--- config.mk ---
export PLATFORM = sky130hd
export DESIGN_NAME = tile_buffer_loader_flat
export DESIGN_NICKNAME = d
export VERILOG_FILES = /design/src/rtl/tile_buffer_loader_if.sv /design/src/rtl/tile_buffer_loader.sv /design/src/flat_wrapper.sv
export SDC_FILE = /design/constraint.sdc
export NUM_CORES = 2
export LEC_CHECK = 0
export CAP_MARGIN = 5
export CORE_MARGIN = 1
export CORE_UTILIZATION = 51
export DETAILED_ROUTE_END_ITERATION = 12
export PLACE_DENSITY = 0.76
export REMOVE_ABC_BUFFERS = 1
export SLEW_MARGIN = 20
export SYNTH_ARGS = -nofsm -noshare
export SYNTH_HDL_FRONTEND = slang
export SYNTH_SLANG_ARGS = --single-unit
--- constraint.sdc ---
create_clock -name clk -period 2.7 [get_ports clk]
set_clock_uncertainty 0.05 [all_clocks]
set_input_delay 0.27 -clock clk [delete_from_list [all_inputs] [get_ports clk]]
set_output_delay 0.27 -clock clk [all_outputs]
set_load 0.05 [all_outputs]
--- src/rtl/tile_buffer_loader_if.sv ---
// Command, memory-read, swap and tile-output bundle of tile_buffer_loader.
// master = controller/memory/array side, slave = the loader itself.
interface tile_buffer_loader_if #(
    parameter int HEIGHT     = 8,
    parameter int WIDTH      = 8,
    parameter int DATA_WIDTH = 8,
    parameter int ADDR_WIDTH = 10,
    parameter int NUM_CH     = 2,
    parameter int CH_W       = (NUM_CH > 1) ? $clog2(NUM_CH) : 1
);
    logic                    cmd_iv;
    logic [CH_W-1:0]         cmd_ch_id;
    logic [ADDR_WIDTH-1:0]   cmd_addr_id;
    logic [3:0]              cmd_h_id;
    logic [3:0]              cmd_w_id;
    logic                    busy_od;
    logic                    done_ov;
    logic                    err_ov;
    logic                    mem_req_ov;
    logic [ADDR_WIDTH-1:0]   mem_addr_od;
    logic                    mem_ack_iv;
    logic [DATA_WIDTH-1:0]   mem_rdata_id;
    logic [NUM_CH-1:0]       swap_iv;
    logic [NUM_CH-1:0]       ready_od;
    logic [NUM_CH-1:0][HEIGHT-1:0][WIDTH-1:0][DATA_WIDTH-1:0] tile_od;
    logic [NUM_CH-1:0][3:0]  tile_h_od;
    logic [NUM_CH-1:0][3:0]  tile_w_od;

    modport master (
        output cmd_iv, cmd_ch_id, cmd_addr_id, cmd_h_id, cmd_w_id,
        output mem_ack_iv, mem_rdata_id, swap_iv,
        input  busy_od, done_ov, err_ov, mem_req_ov, mem_addr_od,
        input  ready_od, tile_od, tile_h_od, tile_w_od
    );

    modport slave (
        input  cmd_iv, cmd_ch_id, cmd_addr_id, cmd_h_id, cmd_w_id,
        input  mem_ack_iv, mem_rdata_id, swap_iv,
        output busy_od, done_ov, err_ov, mem_req_ov, mem_addr_od,
        output ready_od, tile_od, tile_h_od, tile_w_od
    );
endinterface

--- src/rtl/tile_buffer_loader.sv ---
// Double-buffered multi-channel tile loader: streams a row-major tile from memory into the
// shadow bank of a channel, swap makes it active. TILE_ZERO_FILL_EN clears the shadow at accept.
module tile_buffer_loader #(
    parameter int HEIGHT     = 8,
    parameter int WIDTH      = 8,
    parameter int DATA_WIDTH = 8,
    parameter int ADDR_WIDTH = 10,
    parameter int NUM_CH     = 2,
    parameter int CH_W       = (NUM_CH > 1) ? $clog2(NUM_CH) : 1
) (
    input  logic               clk,
    input  logic               nrst,
    tile_buffer_loader_if.slave bus
);
    // state | meaning
    // IDLE  | waiting for a load command
    // REQ   | one outstanding read per element, advance on ack
    // DONE  | publish shadow dims, raise ready for the channel
    typedef enum logic [1:0] {IDLE, REQ, DONE} state_t;

    typedef logic [NUM_CH-1:0][1:0][HEIGHT-1:0][WIDTH-1:0][DATA_WIDTH-1:0] bank_t;

    state_t                  state_q, state_d;
    logic [CH_W-1:0]         ch_q, ch_d;
    logic [ADDR_WIDTH-1:0]   base_q, base_d;
    logic [ADDR_WIDTH-1:0]   off_q, off_d;
    logic [3:0]              h_q, h_d, w_q, w_d;
    logic [3:0]              r_q, r_d, c_q, c_d;
    logic                    err_q, err_d;
    logic [NUM_CH-1:0]       ready_q, ready_d;
    logic [NUM_CH-1:0]       sel_q, sel_d;
    logic [NUM_CH-1:0][3:0]  sh_h_q, sh_h_d, sh_w_q, sh_w_d;
    logic [NUM_CH-1:0][3:0]  act_h_q, act_h_d, act_w_q, act_w_d;
    bank_t                   buf_q, buf_d;
    logic                    dims_ok;
    logic [NUM_CH-1:0][HEIGHT-1:0][WIDTH-1:0][DATA_WIDTH-1:0] tile_c;

    // Dimension ports are 4 bits, so HEIGHT and WIDTH must stay below 16.
    assign dims_ok = (bus.cmd_h_id != 4'd0) && (bus.cmd_h_id <= 4'(HEIGHT)) &&
                     (bus.cmd_w_id != 4'd0) && (bus.cmd_w_id <= 4'(WIDTH));

    always_comb begin
        state_d = state_q;
        ch_d    = ch_q;
        base_d  = base_q;
        off_d   = off_q;
        h_d     = h_q;
        w_d     = w_q;
        r_d     = r_q;
        c_d     = c_q;
        err_d   = 1'b0;
        ready_d = ready_q;
        sel_d   = sel_q;
        sh_h_d  = sh_h_q;
        sh_w_d  = sh_w_q;
        act_h_d = act_h_q;
        act_w_d = act_w_q;
        buf_d   = buf_q;

        // Swaps first, so a same-cycle accept sees the post-swap shadow bank.
        for (int k = 0; k < NUM_CH; k++) begin
            if (bus.swap_iv[k] && ready_q[k]) begin
                sel_d[k]   = ~sel_q[k];
                act_h_d[k] = sh_h_q[k];
                act_w_d[k] = sh_w_q[k];
                ready_d[k] = 1'b0;
            end
        end

        case (state_q)
            IDLE: begin
                if (bus.cmd_iv) begin
                    if (dims_ok) begin
                        ch_d    = bus.cmd_ch_id;
                        base_d  = bus.cmd_addr_id;
                        h_d     = bus.cmd_h_id;
                        w_d     = bus.cmd_w_id;
                        r_d     = 4'd0;
                        c_d     = 4'd0;
                        off_d   = '0;
                        state_d = REQ;
                        for (int k = 0; k < NUM_CH; k++) begin
                            if (CH_W'(k) == bus.cmd_ch_id) begin
                                ready_d[k] = 1'b0;
`ifdef TILE_ZERO_FILL_EN
                                buf_d[k][~sel_d[k]] = '0;
`endif
                            end
                        end
                    end else begin
                        err_d = 1'b1;
                    end
                end
            end
            REQ: begin
                err_d = bus.cmd_iv;
                if (bus.mem_ack_iv) begin
                    for (int k = 0; k < NUM_CH; k++) begin
                        for (int i = 0; i < HEIGHT; i++) begin
                            for (int j = 0; j < WIDTH; j++) begin
                                if (CH_W'(k) == ch_q && r_q == 4'(i) && c_q == 4'(j)) begin
                                    buf_d[k][~sel_q[k]][i][j] = bus.mem_rdata_id;
                                end
                            end
                        end
                    end
                    off_d = off_q + 1'b1;
                    if (c_q == w_q - 4'd1) begin
                        c_d = 4'd0;
                        if (r_q == h_q - 4'd1) begin
                            state_d = DONE;
                        end else begin
                            r_d = r_q + 4'd1;
                        end
                    end else begin
                        c_d = c_q + 4'd1;
                    end
                end
            end
            DONE: begin
                err_d   = bus.cmd_iv;
                state_d = IDLE;
                for (int k = 0; k < NUM_CH; k++) begin
                    if (CH_W'(k) == ch_q) begin
                        ready_d[k] = 1'b1;
                        sh_h_d[k]  = h_q;
                        sh_w_d[k]  = w_q;
                    end
                end
            end
            default: state_d = IDLE;
        endcase
    end

    always_ff @(posedge clk or negedge nrst) begin
        if (!nrst) begin
            state_q <= IDLE;
            ch_q    <= '0;
            base_q  <= '0;
            off_q   <= '0;
            h_q     <= '0;
            w_q     <= '0;
            r_q     <= '0;
            c_q     <= '0;
            err_q   <= 1'b0;
            ready_q <= '0;
            sel_q   <= '0;
            sh_h_q  <= '0;
            sh_w_q  <= '0;
            act_h_q <= '0;
            act_w_q <= '0;
            buf_q   <= '0;
        end else begin
            state_q <= state_d;
            ch_q    <= ch_d;
            base_q  <= base_d;
            off_q   <= off_d;
            h_q     <= h_d;
            w_q     <= w_d;
            r_q     <= r_d;
            c_q     <= c_d;
            err_q   <= err_d;
            ready_q <= ready_d;
            sel_q   <= sel_d;
            sh_h_q  <= sh_h_d;
            sh_w_q  <= sh_w_d;
            act_h_q <= act_h_d;
            act_w_q <= act_w_d;
            buf_q   <= buf_d;
        end
    end

    always_comb begin
        tile_c = '0;
        for (int k = 0; k < NUM_CH; k++) begin
            tile_c[k] = buf_q[k][sel_q[k]];
        end
    end

    // Running offset equals r*w + c because elements are fetched in row-major order.
    assign bus.busy_od     = (state_q != IDLE);
    assign bus.done_ov     = (state_q == DONE);
    assign bus.err_ov      = err_q;
    assign bus.mem_req_ov  = (state_q == REQ);
    assign bus.mem_addr_od = (state_q == REQ) ? (base_q + off_q) : '0;
    assign bus.ready_od    = ready_q;
    assign bus.tile_od     = tile_c;
    assign bus.tile_h_od   = act_h_q;
    assign bus.tile_w_od   = act_w_q;
endmodule

--- src/flat_wrapper.sv ---
// flat-port wrapper written by rule: the top's interface ports become plain ports
module tile_buffer_loader_flat 
#(
    parameter int HEIGHT     = 8,
    parameter int WIDTH      = 8,
    parameter int DATA_WIDTH = 8,
    parameter int ADDR_WIDTH = 10,
    parameter int NUM_CH     = 2,
    parameter int CH_W       = (NUM_CH > 1) ? $clog2(NUM_CH) : 1
)
  (clk, nrst, bus_cmd_iv, bus_cmd_ch_id, bus_cmd_addr_id, bus_cmd_h_id, bus_cmd_w_id, bus_mem_ack_iv, bus_mem_rdata_id, bus_swap_iv, bus_busy_od, bus_done_ov, bus_err_ov, bus_mem_req_ov, bus_mem_addr_od, bus_ready_od, bus_tile_od, bus_tile_h_od, bus_tile_w_od);
  tile_buffer_loader_if #(.HEIGHT(HEIGHT), .WIDTH(WIDTH), .DATA_WIDTH(DATA_WIDTH), .ADDR_WIDTH(ADDR_WIDTH), .NUM_CH(NUM_CH), .CH_W(CH_W)) bus_i ();
  input  logic clk;
  input  logic nrst;
  input wire logic [$bits(bus_i.cmd_iv)-1:0] bus_cmd_iv;
  input wire logic [$bits(bus_i.cmd_ch_id)-1:0] bus_cmd_ch_id;
  input wire logic [$bits(bus_i.cmd_addr_id)-1:0] bus_cmd_addr_id;
  input wire logic [$bits(bus_i.cmd_h_id)-1:0] bus_cmd_h_id;
  input wire logic [$bits(bus_i.cmd_w_id)-1:0] bus_cmd_w_id;
  input wire logic [$bits(bus_i.mem_ack_iv)-1:0] bus_mem_ack_iv;
  input wire logic [$bits(bus_i.mem_rdata_id)-1:0] bus_mem_rdata_id;
  input wire logic [$bits(bus_i.swap_iv)-1:0] bus_swap_iv;
  output wire logic [$bits(bus_i.busy_od)-1:0] bus_busy_od;
  output wire logic [$bits(bus_i.done_ov)-1:0] bus_done_ov;
  output wire logic [$bits(bus_i.err_ov)-1:0] bus_err_ov;
  output wire logic [$bits(bus_i.mem_req_ov)-1:0] bus_mem_req_ov;
  output wire logic [$bits(bus_i.mem_addr_od)-1:0] bus_mem_addr_od;
  output wire logic [$bits(bus_i.ready_od)-1:0] bus_ready_od;
  output wire logic [$bits(bus_i.tile_od)-1:0] bus_tile_od;
  output wire logic [$bits(bus_i.tile_h_od)-1:0] bus_tile_h_od;
  output wire logic [$bits(bus_i.tile_w_od)-1:0] bus_tile_w_od;
  assign bus_i.cmd_iv = bus_cmd_iv;
  assign bus_i.cmd_ch_id = bus_cmd_ch_id;
  assign bus_i.cmd_addr_id = bus_cmd_addr_id;
  assign bus_i.cmd_h_id = bus_cmd_h_id;
  assign bus_i.cmd_w_id = bus_cmd_w_id;
  assign bus_i.mem_ack_iv = bus_mem_ack_iv;
  assign bus_i.mem_rdata_id = bus_mem_rdata_id;
  assign bus_i.swap_iv = bus_swap_iv;
  assign bus_busy_od = bus_i.busy_od;
  assign bus_done_ov = bus_i.done_ov;
  assign bus_err_ov = bus_i.err_ov;
  assign bus_mem_req_ov = bus_i.mem_req_ov;
  assign bus_mem_addr_od = bus_i.mem_addr_od;
  assign bus_ready_od = bus_i.ready_od;
  assign bus_tile_od = bus_i.tile_od;
  assign bus_tile_h_od = bus_i.tile_h_od;
  assign bus_tile_w_od = bus_i.tile_w_od;
  tile_buffer_loader #(.HEIGHT(HEIGHT), .WIDTH(WIDTH), .DATA_WIDTH(DATA_WIDTH), .ADDR_WIDTH(ADDR_WIDTH), .NUM_CH(NUM_CH), .CH_W(CH_W)) u_core (.clk(clk), .nrst(nrst), .bus(bus_i));
endmodule
==> load_flow_metrics.sql <==
INSERT INTO impl_metrics (metric_group, metric, value, unit) VALUES
('placed_design', 'place_ws', '-270', 'ps'),
('power_and_ir_drop', 'share_clk_of_total_power', '37.9', '%'),
('timing', 'final.period_utilization', '117', '%'),
('synth', 'synth_top_family_by_area', 'multiplexers', ''),
('die', 'die_width', '428', 'µm'),
('worst_setup_path', 'worstSetupEndpoint', 'bus_mem_addr_od[6]', ''),
('routing', 'wl_per_cell', '29.7', 'µm'),
('synth', 'post-synth-top-count-cell', 'sky130_fd_sc_hd__mux2_2', ''),
('timing', 'fin_ws', '-470', 'ps'),
('worst_setup_path', 'critical_path.max_stage_delay', '400', 'ps'),
('clocking', 'clockRootBuffer', 'sky130_fd_sc_hd__clkbuf_16', ''),
('synth', 'synth.yosys.warnings', '0', ''),
('layout', 'design_area', '120000', 'µm²'),
('clocking', 'clkTransAtPathRegs', '60', 'ps'),
('routing', 'routed-via-count', '59300', ''),
('routing', 'initialDrtViolationCount', '3857', ''),
('timing', 'slew_violations', '0', ''),
('synth', 'synth_xor_xnor_area_share', '0.260', '%'),
('synth', 'most_used_flip_flop_cell_after_synthesis', 'sky130_fd_sc_hd__dfrtp_1', ''),
('synth', 'yosys-mux-area-fraction', '37.9', '%'),
('power_and_ir_drop', 'power.switching', '22.7', 'mW'),
('layout', 'total_number_of_nets_in_the_final_design', '7659', ''),
('synth', 'synth_edf_count', '0', ''),
('routing', 'detail_route.vias_per_cell', '5.84', ''),
('clocking', 'tritoncts', 'built', ''),
('synth', 'yosys.area.top_type_share', '57.3', '%'),
('timing', 'final-hold-violation-count', '0', ''),
('worst_setup_path', 'endpoint_kind', 'output port', ''),
('clocking', 'htreeDepth', '4', ''),
('timing', 'min_period', '3170', 'ps'),
('clocking', 'worstSkewPairLatency', '860', 'ps'),
('run', 'maxCapViolCount', '0', ''),
('layout', 'layout.filler_cells', '12600', ''),
('worst_setup_path', 'critical_path.slowest_cell', 'sky130_fd_sc_hd__dfrtp_1', ''),
('synth', 'synth.avg_cell_area', '14.9', 'µm²'),
('timing', 'setup_violations', '1326', ''),
('timing', 'hold-worst-slack', '26.9', 'ps'),
('worst_setup_path', 'regToRegSetupSlack', '-220', 'ps'),
('synth', 'ys_seq_area_share', '57.3', '%'),
('power_and_ir_drop', 'combinationalPowerShare', '21.2', '%'),
('timing', 'worst_pin_slew', '896', 'ps'),
('power_and_ir_drop', 'swShare', '27.7', '%'),
('timing', 'fmax', '315', 'MHz'),
('power_and_ir_drop', 'vdd.ir_drop.worst', '0.000760', 'V'),
('worst_setup_path', 'crit_required', '2380', 'ps'),
('routing', 'finalWirelength', '301', 'mm'),
('worst_setup_path', 'worstPathMaxFanout', '2', ''),
('synth', 'synth-compound-area-share', '0.390', '%'),
('run_status', 'outcome', 'finished with violations', ''),
('worst_setup_path', 'timing.reg2reg.worst_path_depth', '6', ''),
('synth', 'async_reset_ff_share', '100', '%'),
('die', 'floorplan.rows', '156', ''),
('timing', 'rsz0062_at_grt', 'yes', ''),
('layout', 'layout-drive-gt1-share', '64.6', '%'),
('worst_setup_path', 'worst_setup_path_start_kind', 'flop', ''),
('run_status', 'violations_in_the_final_reports', 'setup timing', ''),
('worst_setup_path', 'critPathKind', 'reg -> out', ''),
('routing', 'remaining_drc_errors', '0', ''),
('synth', 'synth_simple_gate_area_share', '2.07', '%'),
('power_and_ir_drop', 'power.sequential.fraction', '40.9', '%'),
('placed_design', 'gp_congestion', '0.851', ''),
('worst_setup_path', 'worstReg2RegStart', 'u_core.sel_q[1]', ''),
('synth', 'cells_after_synthesis', '6205', ''),
('min_path', 'timing.hold.worst.class', 'in -> async', ''),
('grt', 'grt_start_max_net_pins', '103', ''),
('power_and_ir_drop', 'powerDensity', '686', 'nW/µm²'),
('synth', 'post_synth_fa_ha_maj_area_fraction', '0.345', '%'),
('timing', 'setup-tns-final', '-139760', 'ps'),
('grt', 'overall_track_demand_over_capacity_in_global_routing', '31.2', '%'),
('clocking', 'cts_made_buffers', '216', ''),
('die', 'io-pin-count', '1089', '');
[routing by layer]
metal	wire length [µm]	share of wire [%]	GRT usage (%)	vias up
met4	25500	8.4	22.6	2
met5	8	0.0027	0	-
met2	141000	47	49.3	1824
met3	15100	5.0	5.33	691
li1	-	-	-	25000
met1	119000	40	38.8	31800
[how the worst min path moves through the flow]
stage                             end
finish              u_core.buf_q[199]
global route         u_core.base_q[9]
CTS                  u_core.base_q[9]
detailed placement  u_core.buf_q[711]
global placement    u_core.buf_q[192]
floorplan            u_core.base_q[0]
[sequential cells by signal, summed over array words and instances, names as in the netlist]
register and count:
u_core.buf_q 2048, u_core.base_q 10, u_core.off_q 10, u_core.bus.tile_h_od 8, u_core.bus.tile_w_od 8, u_core.sh_h_q 8, u_core.sh_w_q 8, u_core.c_q 4
u_core.h_q 4, u_core.r_q 4, u_core.w_q 4, u_core.bus.ready_od 2, u_core.sel_q 2, u_core.state_q 2, u_core.bus.err_ov 1, u_core.ch_q 1
[cell usage in the layout, fill, tap and decap left out, types with 43 or more instances in the layout]
| master | count |
|---|---|
| sky130_fd_sc_hd__nand3_1 | 65 |
| sky130_fd_sc_hd__buf_16 | 46 |
| sky130_fd_sc_hd__buf_4 | 797 |
| sky130_fd_sc_hd__clkbuf_16 | 259 |
| sky130_fd_sc_hd__nand2_1 | 196 |
| sky130_fd_sc_hd__clkbuf_8 | 58 |
| sky130_fd_sc_hd__clkdlybuf4s50_1 | 43 |
| sky130_fd_sc_hd__mux2_4 | 70 |
| sky130_fd_sc_hd__dfrtp_1 | 2121 |
| sky130_fd_sc_hd__nor2_1 | 49 |
| sky130_fd_sc_hd__clkinv_2 | 45 |
| sky130_fd_sc_hd__buf_6 | 367 |
| sky130_fd_sc_hd__mux2_2 | 3045 |
| sky130_fd_sc_hd__buf_8 | 61 |
| sky130_fd_sc_hd__buf_12 | 149 |
[area by class of cell]
cell class | count | area [µm²] | area share (%)
diodes | 6 | 15.0 | 0.0126
clock buffers | 320 | 6460 | 5.40
clock inverters | 79 | 946 | 0.791
inverters | 15 | 56.3 | 0.0471
multi-input cells | 3645 | 38400 | 32.1
flip-flops and latches | 2124 | 53200 | 44.5
well taps | 2370 | 2970 | 2.48
repair buffers | 1599 | 17600 | 14.7
[timing repair]
| item | CTS | global route |
|---|---|---|
| cloned | 42 | 57 |
| hold buffers | 18 | 0 |
| endpoints found under the hold margin | 1433 | 0 |
| pin swaps | 9 | 4 |
| buffers inserted | 36 | 66 |
| setup endpoints to repair | 1250 | 2150 |
| resized for setup | 402 | 547 |
[power groups by stage]
stage                     combinational, mW  clock (mW)  sequential, mW
after detailed placement               11.9           0            34.0
final                                  17.4        31.1            33.5
after CTS                              13.6        31.4            33.5
after global placement                 11.8           0            34.0
after global routing                   18.1        32.7            33.6
after floorplan                        4.72           0            34.3
[critical path, delay by kind of cell (launching register included)]
family                   cells  cell delay (ps)
flip-flops                   1              400
buffers and inverters        1              130
AO/OA/AOI/OAI                3              430
adder cells (fa/ha/maj)      2              540
XOR/XNOR                     1              170
AND/OR/NAND/NOR              2              340
[stage by stage]
step                      instances  total power [mW]
after detailed placement       9549              46.0
final                         10200              82.0
after global routing          10200              84.4
after CTS                     10000              78.5
after global placement         9549              45.8
after floorplan                5784              39.0
[logic make-up (layout without fill, tap and decap cells)]
group	count (synthesis)	in the layout
muxes	3118	3118
DFF	2124	2124
buffers and inverters	436	2013
and+or+nand+nor	418	418
AOI/OAI and AO/OA	58	58
xor gates and xnor gates	26	26
adders and majority gates	25	25
other	0	6
(Power assumes the default switching activity.)
